File: config.mk
export PLATFORM = sky130hd
export DESIGN_NAME = fetch_stage
export DESIGN_NICKNAME = d
export VERILOG_FILES = /design/src/rtl/fetch_stage_pkg.sv /design/src/rtl/fetch_stage_npc_calc.sv /design/src/rtl/fetch_stage.sv
export SDC_FILE = /design/constraint.sdc
export NUM_CORES = 1
export LEC_CHECK = 0
export BUFFER_PORTS_ARGS = -buffer_cell sky130_fd_sc_hd__buf_2
export CORE_MARGIN = 10
export CORE_UTILIZATION = 30
export DETAILED_ROUTE_END_ITERATION = 8
export PLACE_DENSITY = 0.58
export SYNTH_ARGS = -nofsm -noshare
export SYNTH_HDL_FRONTEND = slang
export SYNTH_SLANG_ARGS = --single-unit
export TNS_END_PERCENT = 10
File: constraint.sdc
create_clock -name clk -period 3.67 [get_ports clk]
set_clock_uncertainty 0.15 [all_clocks]
set_input_delay 0 -clock clk [delete_from_list [all_inputs] [get_ports clk]]
set_output_delay 0 -clock clk [all_outputs]
set_load 0.01 [all_outputs]
File: src/rtl/fetch_stage_pkg.sv
`default_nettype none
// ============================================================================
// Module      : fetch_stage_pkg
// Description : Shared encodings and defaults for the fetch stage: next-PC
//               select codes, fetch FSM states, reset PC / NOP defaults and
//               a sign-extension helper.
// Revision    : 1.0 - initial release
// ============================================================================
package fetch_stage_pkg;

    // Next-PC select encodings driven by the D-stage control
    typedef enum logic [1:0] {
        NPC_SEQ = 2'd0,
        NPC_BR  = 2'd1,
        NPC_J   = 2'd2,
        NPC_JR  = 2'd3
    } npc_sel_e;

    // Fetch unit state
    typedef enum logic [0:0] {
        RUN  = 1'b0,
        HALT = 1'b1
    } fetch_state_e;

    localparam logic [31:0] DEF_RESET_PC = 32'h0000_3000;
    localparam logic [31:0] DEF_NOP_WORD = 32'h0000_0000;
    localparam int unsigned DEF_IM_WORDS = 1024;

    // Sign-extend a 16-bit immediate to 32 bits
    function automatic logic [31:0] sext16(input logic [15:0] v);
        return {{16{v[15]}}, v};
    endfunction

endpackage
`default_nettype wire

File: src/rtl/fetch_stage_npc_calc.sv
`default_nettype none
// ============================================================================
// Module      : fetch_stage_npc_calc
// Description : Combinational branch / jump / jr target generation and
//               next-PC selection. Targets come from the IF/ID contents, so
//               the redirect is resolved while the branch sits in D.
// Revision    : 1.0 - initial release
// ============================================================================
module fetch_stage_npc_calc
    import fetch_stage_pkg::*;
(
    input  logic [31:0] pc_f_i,
    input  logic [31:0] pc_d_i,
    input  logic [25:0] instr_idx_i,   // instr_d[25:0]; upper opcode bits unused here
    input  logic [1:0]  npc_sel_i,
    input  logic        br_taken_i,
    input  logic [31:0] jr_addr_i,
    output logic [31:0] npc_o,
    output logic        redirect_o     // npc is a taken redirect, not pc_f+4
);

    logic [31:0] w_seq_pc;
    logic [31:0] w_br_tgt;
    logic [31:0] w_j_tgt;

    assign w_seq_pc = pc_f_i + 32'd4;
    assign w_br_tgt = pc_d_i + 32'd4 + (sext16(instr_idx_i[15:0]) << 2);
    assign w_j_tgt  = {pc_d_i[31:28], instr_idx_i, 2'b00};

    // Select next PC; a not-taken branch falls through to the sequential PC
    always_comb begin
        npc_o      = w_seq_pc;
        redirect_o = 1'b0;
        case (npc_sel_i)
            NPC_BR: begin
                if (br_taken_i) begin
                    npc_o      = w_br_tgt;
                    redirect_o = 1'b1;
                end
            end
            NPC_J: begin
                npc_o      = w_j_tgt;
                redirect_o = 1'b1;
            end
            NPC_JR: begin
                npc_o      = jr_addr_i;
                redirect_o = 1'b1;
            end
            default: ;
        endcase
    end

endmodule
`default_nettype wire

File: src/rtl/fetch_stage.sv
`default_nettype none
// ============================================================================
// Module      : fetch_stage
// Description : Instruction-fetch stage. Owns the PC, drives the ROM fetch
//               address, registers the returned word into IF/ID and handles
//               stalls, flushes and out-of-range fetches (RUN/HALT FSM).
//               Optional build macro FETCH_PERF_CNT_EN adds fetch_cnt and
//               stall_cnt performance counters.
// Revision    : 1.0 - initial release
// ============================================================================
module fetch_stage
    import fetch_stage_pkg::*;
#(
    parameter logic [31:0] RESET_PC = DEF_RESET_PC,
    parameter int unsigned IM_WORDS = DEF_IM_WORDS,
    parameter logic [31:0] NOP_WORD = DEF_NOP_WORD
) (
    input  logic        clk,
    input  logic        reset_n,
    input  logic        stall,
    input  logic        flush,
    input  logic [1:0]  npc_sel,
    input  logic        br_taken,
    input  logic [31:0] jr_addr,
    output logic [31:0] im_pc,
    input  logic [31:0] im_instr,
    output logic [31:0] instr_d,
    output logic [31:0] pc_d,
    output logic [31:0] pc8_d,
    output logic        valid_d,
    output logic        adel_d,
`ifdef FETCH_PERF_CNT_EN
    output logic [31:0] fetch_cnt,
    output logic [31:0] stall_cnt,
`endif
    output logic        halted
);

    // One past the last legal fetch address, kept 33 bits wide so a memory
    // ending at 2^32 cannot wrap the bound.
    localparam logic [32:0] PC_LIMIT = {1'b0, RESET_PC} + ({1'b0, 32'(IM_WORDS)} << 2);

    fetch_state_e state_q, state_d;
    logic [31:0]  pc_f_q, pc_f_d;
    logic [31:0]  ifid_instr_q, ifid_instr_d;
    logic [31:0]  ifid_pc_q, ifid_pc_d;
    logic [31:0]  ifid_pc8_q, ifid_pc8_d;
    logic         ifid_valid_q, ifid_valid_d;
    logic         ifid_adel_q, ifid_adel_d;

    logic [31:0]  w_npc;
    logic         w_redirect;
    logic         w_fetch_err;
    logic [31:0]  w_pc_f_plus8;

    assign w_pc_f_plus8 = pc_f_q + 32'd8;
    assign w_fetch_err  = (pc_f_q[1:0] != 2'b00)
                       || (pc_f_q < RESET_PC)
                       || ({1'b0, pc_f_q} >= PC_LIMIT);

    fetch_stage_npc_calc u_npc_calc (
        .pc_f_i      (pc_f_q),
        .pc_d_i      (ifid_pc_q),
        .instr_idx_i (ifid_instr_q[25:0]),
        .npc_sel_i   (npc_sel),
        .br_taken_i  (br_taken),
        .jr_addr_i   (jr_addr),
        .npc_o       (w_npc),
        .redirect_o  (w_redirect)
    );

    // State, PC and IF/ID registers; reset wins over any in-flight update
    always_ff @(posedge clk or negedge reset_n) begin
        if (!reset_n) begin
            state_q      <= RUN;
            pc_f_q       <= RESET_PC;
            ifid_instr_q <= NOP_WORD;
            ifid_pc_q    <= RESET_PC;
            ifid_pc8_q   <= RESET_PC + 32'd8;
            ifid_valid_q <= 1'b0;
            ifid_adel_q  <= 1'b0;
        end else begin
            state_q      <= state_d;
            pc_f_q       <= pc_f_d;
            ifid_instr_q <= ifid_instr_d;
            ifid_pc_q    <= ifid_pc_d;
            ifid_pc8_q   <= ifid_pc8_d;
            ifid_valid_q <= ifid_valid_d;
            ifid_adel_q  <= ifid_adel_d;
        end
    end

    // Next-state logic: PC advance, IF/ID load and RUN/HALT transitions
    always_comb begin
        state_d      = state_q;
        pc_f_d       = pc_f_q;
        ifid_instr_d = ifid_instr_q;
        ifid_pc_d    = ifid_pc_q;
        ifid_pc8_d   = ifid_pc8_q;
        ifid_valid_d = ifid_valid_q;
        ifid_adel_d  = ifid_adel_q;

        case (state_q)
            RUN: begin
                if (!stall) begin
                    pc_f_d       = w_npc;
                    ifid_instr_d = im_instr;
                    ifid_pc_d    = pc_f_q;
                    ifid_pc8_d   = w_pc_f_plus8;
                    ifid_valid_d = 1'b1;
                    ifid_adel_d  = 1'b0;
                    if (w_fetch_err) begin
                        // Faulting entry still flows down so D can raise AdEL
                        ifid_instr_d = NOP_WORD;
                        ifid_adel_d  = 1'b1;
                        state_d      = HALT;
                    end
                end
            end
            HALT: begin
                if (!stall) begin
                    ifid_instr_d = NOP_WORD;
                    ifid_pc_d    = pc_f_q;
                    ifid_pc8_d   = w_pc_f_plus8;
                    ifid_valid_d = 1'b0;
                    ifid_adel_d  = 1'b0;
                    // A late redirect (e.g. branch whose delay slot faulted) restarts fetch
                    if (w_redirect) begin
                        pc_f_d  = w_npc;
                        state_d = RUN;
                    end
                end
            end
            default: state_d = RUN;
        endcase

        // Flush bubbles IF/ID even under stall; the PC path is unaffected
        if (flush) begin
            ifid_instr_d = NOP_WORD;
            ifid_pc_d    = pc_f_q;
            ifid_pc8_d   = w_pc_f_plus8;
            ifid_valid_d = 1'b0;
            ifid_adel_d  = 1'b0;
        end
    end

`ifdef FETCH_PERF_CNT_EN
    logic [31:0] fetch_cnt_q;
    logic [31:0] stall_cnt_q;
    logic        w_valid_load;

    assign w_valid_load = (state_q == RUN) && !stall && !flush;

    // Performance counters: valid IF/ID loads and stalled cycles
    always_ff @(posedge clk or negedge reset_n) begin
        if (!reset_n) begin
            fetch_cnt_q <= 32'd0;
            stall_cnt_q <= 32'd0;
        end else begin
            if (w_valid_load) fetch_cnt_q <= fetch_cnt_q + 32'd1;
            if (stall)        stall_cnt_q <= stall_cnt_q + 32'd1;
        end
    end

    assign fetch_cnt = fetch_cnt_q;
    assign stall_cnt = stall_cnt_q;
`endif

    assign im_pc   = pc_f_q;
    assign instr_d = ifid_instr_q;
    assign pc_d    = ifid_pc_q;
    assign pc8_d   = ifid_pc8_q;
    assign valid_d = ifid_valid_q;
    assign adel_d  = ifid_adel_q;
    assign halted  = (state_q == HALT);

endmodule
`default_nettype wire

Word-level counts from Yosys, hierarchy flattened:

Index checks and enable logic that the tools add are counted.

* add/subtract/negate cells: 4
* $mul: 0
* divide/modulo/power cells: 0
* $lt $le $gt $ge: 2
* eq/ne operators: 9
* shift operators: 0
* mux-type cells: 29
* bitwise gates (word level): 1
* reductions and logical operators: 6

Operators by type and width (count)
* $mux W32: 12
* $pmux W32 S2: 2
* $pmux W32 S3: 1
* $add A32 B3 Y32 const B: 2
* $add A32 B32 Y32: 1
* $add A32 B4 Y32 const B: 1
* $ge A32 B15 Y1 const B: 1
* $lt A32 B14 Y1 const B: 1
* $mux W1: 10
* $pmux W1 S2: 4
* $ne A3 B3 Y1 const B: 2
* $eq A2 B2 Y1 const B: 2
* $ne A2 B1 Y1 const B: 2
* $ne A2 B2 Y1 const B: 2
* $reduce_and A3 Y1: 1
* $eq A2 B1 Y1 const B: 1
* $logic_or A1 B1 Y1: 2
* $reduce_and A2 Y1: 1
* $reduce_bool A2 Y1: 1
* $reduce_or A2 Y1: 1
* $not A1 Y1: 1

* register bits: 131
* latch bits: 0
* memory bits (writable): 0
* ROM bits: 0
* input port bits: 71
* output and inout port bits: 131
* logic and storage cells: 58
* memories: 0

Logic depth before layout (Yosys ltp):

Gate-level depths: netlist (run 1).

* word-level depth: 7
* mapped depth: 14
* depth with buffers taken out: 14

Modules after synthesis:

From an unflattened synthesis (run 1), not the netlist that was laid out.

* cells, all modules: 1009
* area, all modules: 8973.6 um^2

Modules (own cells, without submodules)
* fetch_stage: instances 1, cells each 485, area each 5357.6 um^2, seq. area each 3211.8 um^2
* fetch_stage_npc_calc: instances 1, cells each 524, area each 3616.0 um^2, seq. area each 0.0 um^2

Worst setup path before layout (run 1):

No wires, ideal clock.

* kind: flip-flop to flip-flop
* start: register ifid_instr_q[1] (netlist: instr_d[1])
* end: register pc_f_q[31] (netlist: im_pc[31])
* library setup time: 0.129 ns
* arrival: 2.879 ns
* required time: 3.391 ns
* path slack: 0.513 ns
* cell stages (with the launch flop): 13
* buffers on the path: 0
* clock period less this slack: 3.157 ns
* path through: dfrtp_1 > ha_1 > ha_1 > inv_1 > fa_1 > nor2b_2 > o31a_4 > o2111ai_4 > a2111oi_4 > a31oi_2 > o41ai_4 > xnor2_1 > o22ai_1

* cells in the longest elaborated chain, start to end: 6
* elaborated cells on any way between the ends: 7
* classes of those cells: add/sub: 1; mux: 6

RTL lines
* from (decl): RTL line fetch_stage.sv:45 `logic [31:0] ifid_instr_q, ifid_instr_d;`
* from (signal assigned): RTL line fetch_stage.sv:85 `ifid_instr_q <= ifid_instr_d;`
* $add A32 B32 Y32 *: RTL line fetch_stage_npc_calc.sv:27 `assign w_br_tgt = pc_d_i + 32'd4 + (sext16(instr_idx_i[15:0]) << 2);`
* $mux W32 *: RTL line fetch_stage_npc_calc.sv:36 `if (br_taken_i) begin`
* $pmux W32 S3 *: RTL line fetch_stage_npc_calc.sv:34 `case (npc_sel_i)`
* $mux W32: RTL line fetch_stage.sv:128 `if (w_redirect) begin`
* $mux W32: RTL line fetch_stage.sv:121 `if (!stall) begin`
* $pmux W32 S2 *: RTL line fetch_stage.sv:103 `case (state_q)`
* to (signal assigned): RTL line fetch_stage.sv:84 `pc_f_q <= pc_f_d;`
* to (decl): RTL line fetch_stage.sv:44 `logic [31:0] pc_f_q, pc_f_d;`

Mark *: on every way between the ends. The rest lies on a longest branch, timed or not. The select of a mux whose other input is x is not followed.
A chain may end at the register's enable or synchronous reset.

Worst setup path after layout (run 1):

* start: register ifid_instr_q[4] (netlist: instr_d[4])
* end: register pc_f_q[10] (netlist: im_pc[10])

Same word-level chain as after synthesis.

==> flow_metrics.tcl, run 1 <==
set metrics [dict create \
    end_kind "flip-flop" \
    drtIter0Drc 617 \
    die_area_um2 36800 \
    dp_hpwl_mm 25.9 \
    fmax_mhz 287 \
    port_buffers 201 \
    synth_cell_type_count 82 \
    drive_gt1_share_pct 26.4 \
    ys.flop_type "dfrtp_1" \
    hold_path_class "in2reg" \
    drt-pass1-iter-count 5 \
    maxSlewViolCount 0 \
    grt_pass1_wl_mm 53.0 \
    antenna_cells 0 \
    wl_per_cell_um 21.0 \
    tns_ns 0 \
    slew_headroom_pct 37.0 \
    wl_mm 34.3 \
    grtUsageMet3_pct 4.26 \
    ys_top_cells_by_area "dfrtp_1 34%, ha_1 8.5%, nand2_1 4.5%" \
    cp_top_family "compound AO/OA/AOI/OAI gates" \
    grt_pass1_vias 8659 \
    p_per_area_nw_per_um2 477 \
    synthCells 996 \
    final_net_count 1372 \
    syn_nets 1128 \
    cap_viol_max_count 0 \
    critical_path_required_ns 3.83 \
    synth_edf_count 0 \
    timing_worst_setup_path_type "reg2reg" \
    p_leak_nw 5.36 \
    setup_viol 0 \
    cts.reportedPaths.clkPinSlew_ns 0.06 \
    htree_levels 4 \
    grt_max_degree 97 \
    outcome "finished, final reports clean" \
    postCtsSetupBuffers 0 \
    synth_area_per_cell_um2 8.90 \
    grtUsageMet1_pct 24.7 \
    synth_area_um2 8860 \
    rsz0062_at_grt "false" \
    overflow 0 \
    final_util_pct 40.1 \
    antenna_found_initial 1 \
    die_x_um 192 \
    met2_usage_pct 29.0 \
    slowest_delay_ns 0.56 \
    num_rows 62 \
    startpoint_type "flip-flop" \
    grt_most_used_layer "met2" \
    ctsLongestPathBuffers 2 \
    ys_warn_count 0 \
    ir_drop_uv 331 \
    drc 0 \
    finalCritPeriodShare_pct 94.9 \
    gp_congestion 0.924 \
    clk_latency_ns 0.43 \
    numCtsBuffers 17 \
    path_buf_inv 2 \
    hold_violations 0 \
    synthDominantCellAreaShare_pct 34.2 \
    synth_seq_cells 128 \
    ant_nets 0 \
    async_flop_share_pct 100 \
    track_usage_pct 18.6 \
    cp_slowest_cell "dlygate4sd3_1" \
    final.min_clock_period_ns 3.48 \
    tightest_slew_ns 0.944 \
    die_h_um 192 \
    start_util_pct 30.6 \
    placeableCoreArea_um2 28900 \
    ios 202 \
    seq_area_frac_synth_pct 36.2 \
    cts_tree "built" \
    areaGrowthSynthToFinish_pct 31.0 \
    path_max_fanout 5 \
    vias 8617 \
    ctsRootBufferMaster "clkbuf_16" \
    yosys.area.top_type "dfrtp_1" \
    arrival_ns 3.64 \
    path_cells "ha_1 > ha_1 > a21o_2 > a21oi_1 > buf_4 > nand2_1 > a21o_1 > a21oi_1 > xnor2_1 > a2111oi_1 > nor2_1 > dlygate4sd3_1" \
    clock_sinks 128 \
    total_power_mw 5.55 \
    vias_per_cell 5.26 \
]
==> synthesized netlist by cell type, types with 7 or more instances <==
cell type and count:
o22ai_1 10, inv_1 28, nand2_1 107, xor2_1 22, dfstp_2 7, nor3_1 14
a21oi_1 77, a31oi_1 11, xnor2_1 39, dfrtp_1 121, o21ai_0 74, nor2_1 87
nand4_1 11, a211oi_1 9, mux2i_1 8, o21ai_1 15, mux2_2 28, a21o_1 12
clkbuf_1 49, ha_1 60, buf_2 16, a22o_1 32, nand3_1 28
==> path summary, 6_finish.rpt <==
path                             start           to  slack, ns  cells after the start
max                         instr_d[4]    im_pc[10]       0.19                     12
min                        jr_addr[28]    im_pc[28]       0.03                      6
max reg2reg                 instr_d[4]    im_pc[10]       0.19                     12
min reg2reg                  pc8_d[25]    pc8_d[25]       0.32                      2
max in group asynchronous      reset_n     pc8_d[3]       2.38                      3
min in group asynchronous      reset_n  instr_d[10]       0.10                      2
==> routing by layer <==
metal	share of wire (%)	vias up
met5	0.020	-
met4	2.2	2
met3	7.3	44
met2	46	326
met1	44	4142
li1	-	4103
==> cells in the final DEF (no fill, tap or decap), types with 5 or more instances in the layout <==
master	n
bufinv_16	5
or2_2	5
nor3_1	14
dlygate4sd3_1	66
a21o_1	12
clkbuf_16	17
mux2i_1	8
o21ai_1	15
ha_1	60
a221oi_1	5
o21ai_0	74
nor4_1	6
buf_4	33
nand4_1	11
a211oi_1	9
a21oi_1	76
dfrtp_1	121
nand2_1	107
mux2_2	28
a22o_1	32
o22ai_1	10
nand3_1	28
dfstp_2	7
xor2_1	22
buf_2	200
a31oi_1	11
a22oi_1	5
o211ai_1	5
xnor2_1	39
nor2_1	87
inv_1	28
==> tightest hold or removal path, cell delays in order <==
cell and delay [ns]:
buf_2 0.07, mux2i_1 0.07, o21ai_0 0.16, a22oi_1 0.10, o311a_1 0.12, o21ai_1 0.06
==> logic make-up after synthesis <==
kind of cell	after synthesis	synth area share, %
flops	128	36.2
fa+ha+maj	61	8.69
compound gates	301	22.6
buf+inv	104	4.88
simple gates	301	16.1
xor+xnor	61	6.03
mux	40	5.48
==> registers in the layout (all words and copies together), names as in the netlist <==
register,count
adel_d,1
halted,1
im_pc,32
instr_d,32
pc8_d,29
pc_d,32
valid_d,1
==> power breakdown <==
group	internal, mW	total (mW)	switching, mW
logic	0.705	1.66	0.956
registers	1.65	1.97	0.320
clock network	1.21	1.91	0.702
==> layout make-up <==
type,count,area (um2)
Clock buffer,19,433
Clock inverter,13,210
Fill cell,2921,17300
Inverter,28,105
Multi-Input combinational cell,764,5230
Sequential cell,128,3210
Tap cell,384,480
Timing Repair Buffer,301,1940
==> through the flow <==
| step | hold slack [ns] | instances | worst slack, ns | cell area, um2 |
|---|---|---|---|---|
| final | 0.0319 | 1637 | 0.186 | 11600 |
| after detailed placement | 0.0251 | 1539 | 0.262 | 10300 |
| after global placement | 0.0261 | 1539 | 0.328 | 10300 |
| after CTS | 0.00637 | 1637 | 0.185 | 11600 |
| after global routing | 0.0564 | 1637 | 0.0322 | 11600 |
| after floorplan | -0.446 | 996 | 0.513 | 8860 |
==> what timing repair did <==
item / 4_1_cts / 5_1_grt
gates resized for setup: 0 / 1
hold endpoints to repair: 151 / 0
endpoints found under the setup margin: 0 / 1
hold buffers: 66 / 0
(Power assumes the default switching activity.)
==> inputs of run 2 (changes only) <==
--- a/config.mk
+++ b/config.mk
@@ -9,6 +9,7 @@
 export CORE_MARGIN = 10
 export CORE_UTILIZATION = 30
 export DETAILED_ROUTE_END_ITERATION = 8
+export GPL_ROUTABILITY_DRIVEN = 0
 export PLACE_DENSITY = 0.58
 export SYNTH_ARGS = -nofsm -noshare
 export SYNTH_HDL_FRONTEND = slang
==> constraint.sdc (replaced) <==
create_clock -name clk -period 3.3 [get_ports clk]
set_clock_uncertainty 0.15 [all_clocks]
set_input_delay 0 -clock clk [delete_from_list [all_inputs] [get_ports clk]]
set_output_delay 0 -clock clk [all_outputs]
set_load 0.01 [all_outputs]
==> run 2 against run 1 <==
- sequential share of layout area shrank 0.69 points
- worst hold slack lost 0.017 ns
- critical endpoint is now im_pc[29]
- highest routed layer unchanged
- first-iteration DRC count grew 2.4%
- global-route usage shrank 0.29 points
- via count grew 1.6%
- final cell count grew 2.0%
- non-clock buffer count grew 33
- design area grew 2.7%
- clock power grew 8%
- critical path depth grew 1
- register-to-register slack lost 0.08 ns
==> flow_metrics.tcl, run 2 (synthesis results as in run 1) <==
set metrics [dict create \
    outcome "finished, final reports clean" \
    ant_nets 0 \
    dp_hpwl_mm 26.0 \
    vias_per_cell 5.25 \
    path_buf_inv 2 \
    n_fill_cell 2880 \
    die_x_um 192 \
    numCtsBuffers 17 \
    grt_pass1_vias 8753 \
    p_clk_share_pct 33.3 \
    wl_per_cell_um 20.6 \
    p_leak_nw 5.52 \
    port_buffers 201 \
    die_area_um2 36800 \
    layout_commonest_cell "buf_2" \
    drive_gt1_share_pct 28.6 \
    finalInstanceArea_um2 11900 \
    p_sw_mw 2.18 \
    critical_path_required_ns 3.50 \
    tns_ns 0 \
    placed_cell_area_um2 10500 \
    drtIter0Drc 632 \
    arrival_ns 3.40 \
    setup_ws_ns 0.107 \
    ios 202 \
    final_net_count 1405 \
    netSwitchingFraction_pct 35.2 \
    hold_violations 0 \
    cts_tree "built" \
    setup_viol 0 \
    dpl_worst_slack_ns -0.00214 \
    grt_pass1_wl_mm 52.2 \
    p_seq_share_pct 35.0 \
    ir_drop_uv 385 \
    track_usage_pct 18.3 \
    total_power_mw 6.17 \
    maxSlewViolCount 0 \
    p_per_area_nw_per_um2 518 \
    areaGrowthSynthToFinish_pct 34.5 \
    tightest_slew_ns 0.918 \
    grt_max_degree 91 \
    timing_worst_setup_path_type "reg2reg" \
    drc 0 \
    placeableCoreArea_um2 28900 \
    ctsLongestPathBuffers 2 \
    cp_slowest_cell "a2111oi_4" \
    slowest_delay_ns 0.47 \
    final_util_pct 41.2 \
    rsz0062_at_grt "true" \
    finalCritPeriodShare_pct 96.8 \
    antenna_found_initial 1 \
    wl_mm 34.4 \
    path_cells "ha_1 > ha_2 > inv_2 > fa_2 > nor2b_4 > o31a_4 > o2111ai_4 > a2111oi_4 > buf_4 > o41a_1 > a41oi_2 > xor2_1 > o21ai_1" \
    final.min_clock_period_ns 3.19 \
    slew_headroom_pct 38.8 \
    cap_viol_max_count 0 \
    drt-pass1-iter-count 7 \
    overflow 0 \
    startpoint_type "flip-flop" \
    antenna_cells 0 \
    die_h_um 192 \
    clk_latency_ns 0.43 \
    vias 8754 \
    start_util_pct 30.6 \
    hold_path_class "in2reg" \
    cts.reportedPaths.clkPinSlew_ns 0.06 \
    path_max_fanout 3 \
    htree_levels 4 \
    fmax_mhz 313 \
    end_kind "flip-flop" \
    clock_sinks 128 \
    layout_common_cells "200 x buf_2, 119 x dfrtp_1, 107 x nand2_1" \
    ctsRootBufferMaster "clkbuf_16" \
    num_rows 62 \
    cp_top_family "compound AO/OA/AOI/OAI gates" \
    internal_power_mw 4.00 \
    pwr-share-comb_pct 31.6 \
]
-- run 2: final timing paths --
kind | startpoint | endpoint | depth (start not counted) | slack, ns
min | jr_addr[28] | im_pc[28] | 6 | 0.01
max | pc_d[3] | im_pc[29] | 13 | 0.11
min in group asynchronous | reset_n | pc_d[8] | 2 | 0.04
max reg2reg | pc_d[3] | im_pc[29] | 13 | 0.11
max in group asynchronous | reset_n | pc_d[12] | 3 | 1.95
min reg2reg | pc8_d[25] | pc8_d[25] | 2 | 0.32
-- run 2: per-stage QoR --
step	hold WS [ns]	instances
3_3_place_gp	-0.0180	1561
2_1_floorplan	-0.446	996
4_1_cts	0.00235	1663
6_report	0.0149	1669
5_1_grt	0.0570	1669
3_5_place_dp	-0.0101	1561
-- run 2: tightest hold or removal path, stage by stage --
cell	delay, ns
buf_2	0.07
mux2i_1	0.08
o21ai_0	0.15
a22oi_1	0.07
o311a_1	0.11
o21ai_1	0.07
-- run 2: power groups by stage --
stage	registers, mW	logic (mW)	clock network [mW]
after floorplan	2.18	1.01	0
after global placement	2.16	1.85	0
after detailed placement	2.18	1.86	0
after CTS	2.15	1.94	2.08
after global routing	2.20	2.15	2.16
final	2.16	1.95	2.06
-- run 2: final cells by class --
class                           count  area, um2  share of cell area, %
Multi-Input combinational cell    764       5270                   44.2
Sequential cell                   128       3210                   27.0
Timing Repair Buffer              334       2230                   18.7
Tap cell                          384        480                   4.03
Clock buffer                       22        474                   3.98
Clock inverter                      9        156                   1.31
Inverter                           28        105                  0.882
-- run 2: metal layers --
| layer | share of wire, % | GRT usage [%] | vias up | routed length (um) |
|---|---|---|---|---|
| met1 | 44 | 24.2 | 4119 | 15000 |
| li1 | - | - | 4151 | - |
| met5 | 0.020 | 0 | - | 7 |
| met4 | 3.7 | 7.69 | 2 | 1270 |
| met2 | 45 | 28.2 | 412 | 15500 |
| met3 | 7.5 | 4.10 | 70 | 2560 |
-- run 2: what timing repair did --
action / in CTS / in global routing
pin swaps: 1 / 13
endpoints found under the setup margin: 2 / 5
gates resized for setup: 0 / 11
gates cloned: 0 / 0
hold buffers: 71 / 0
setup buffers: 0 / 6
hold endpoints to repair: 158 / 0
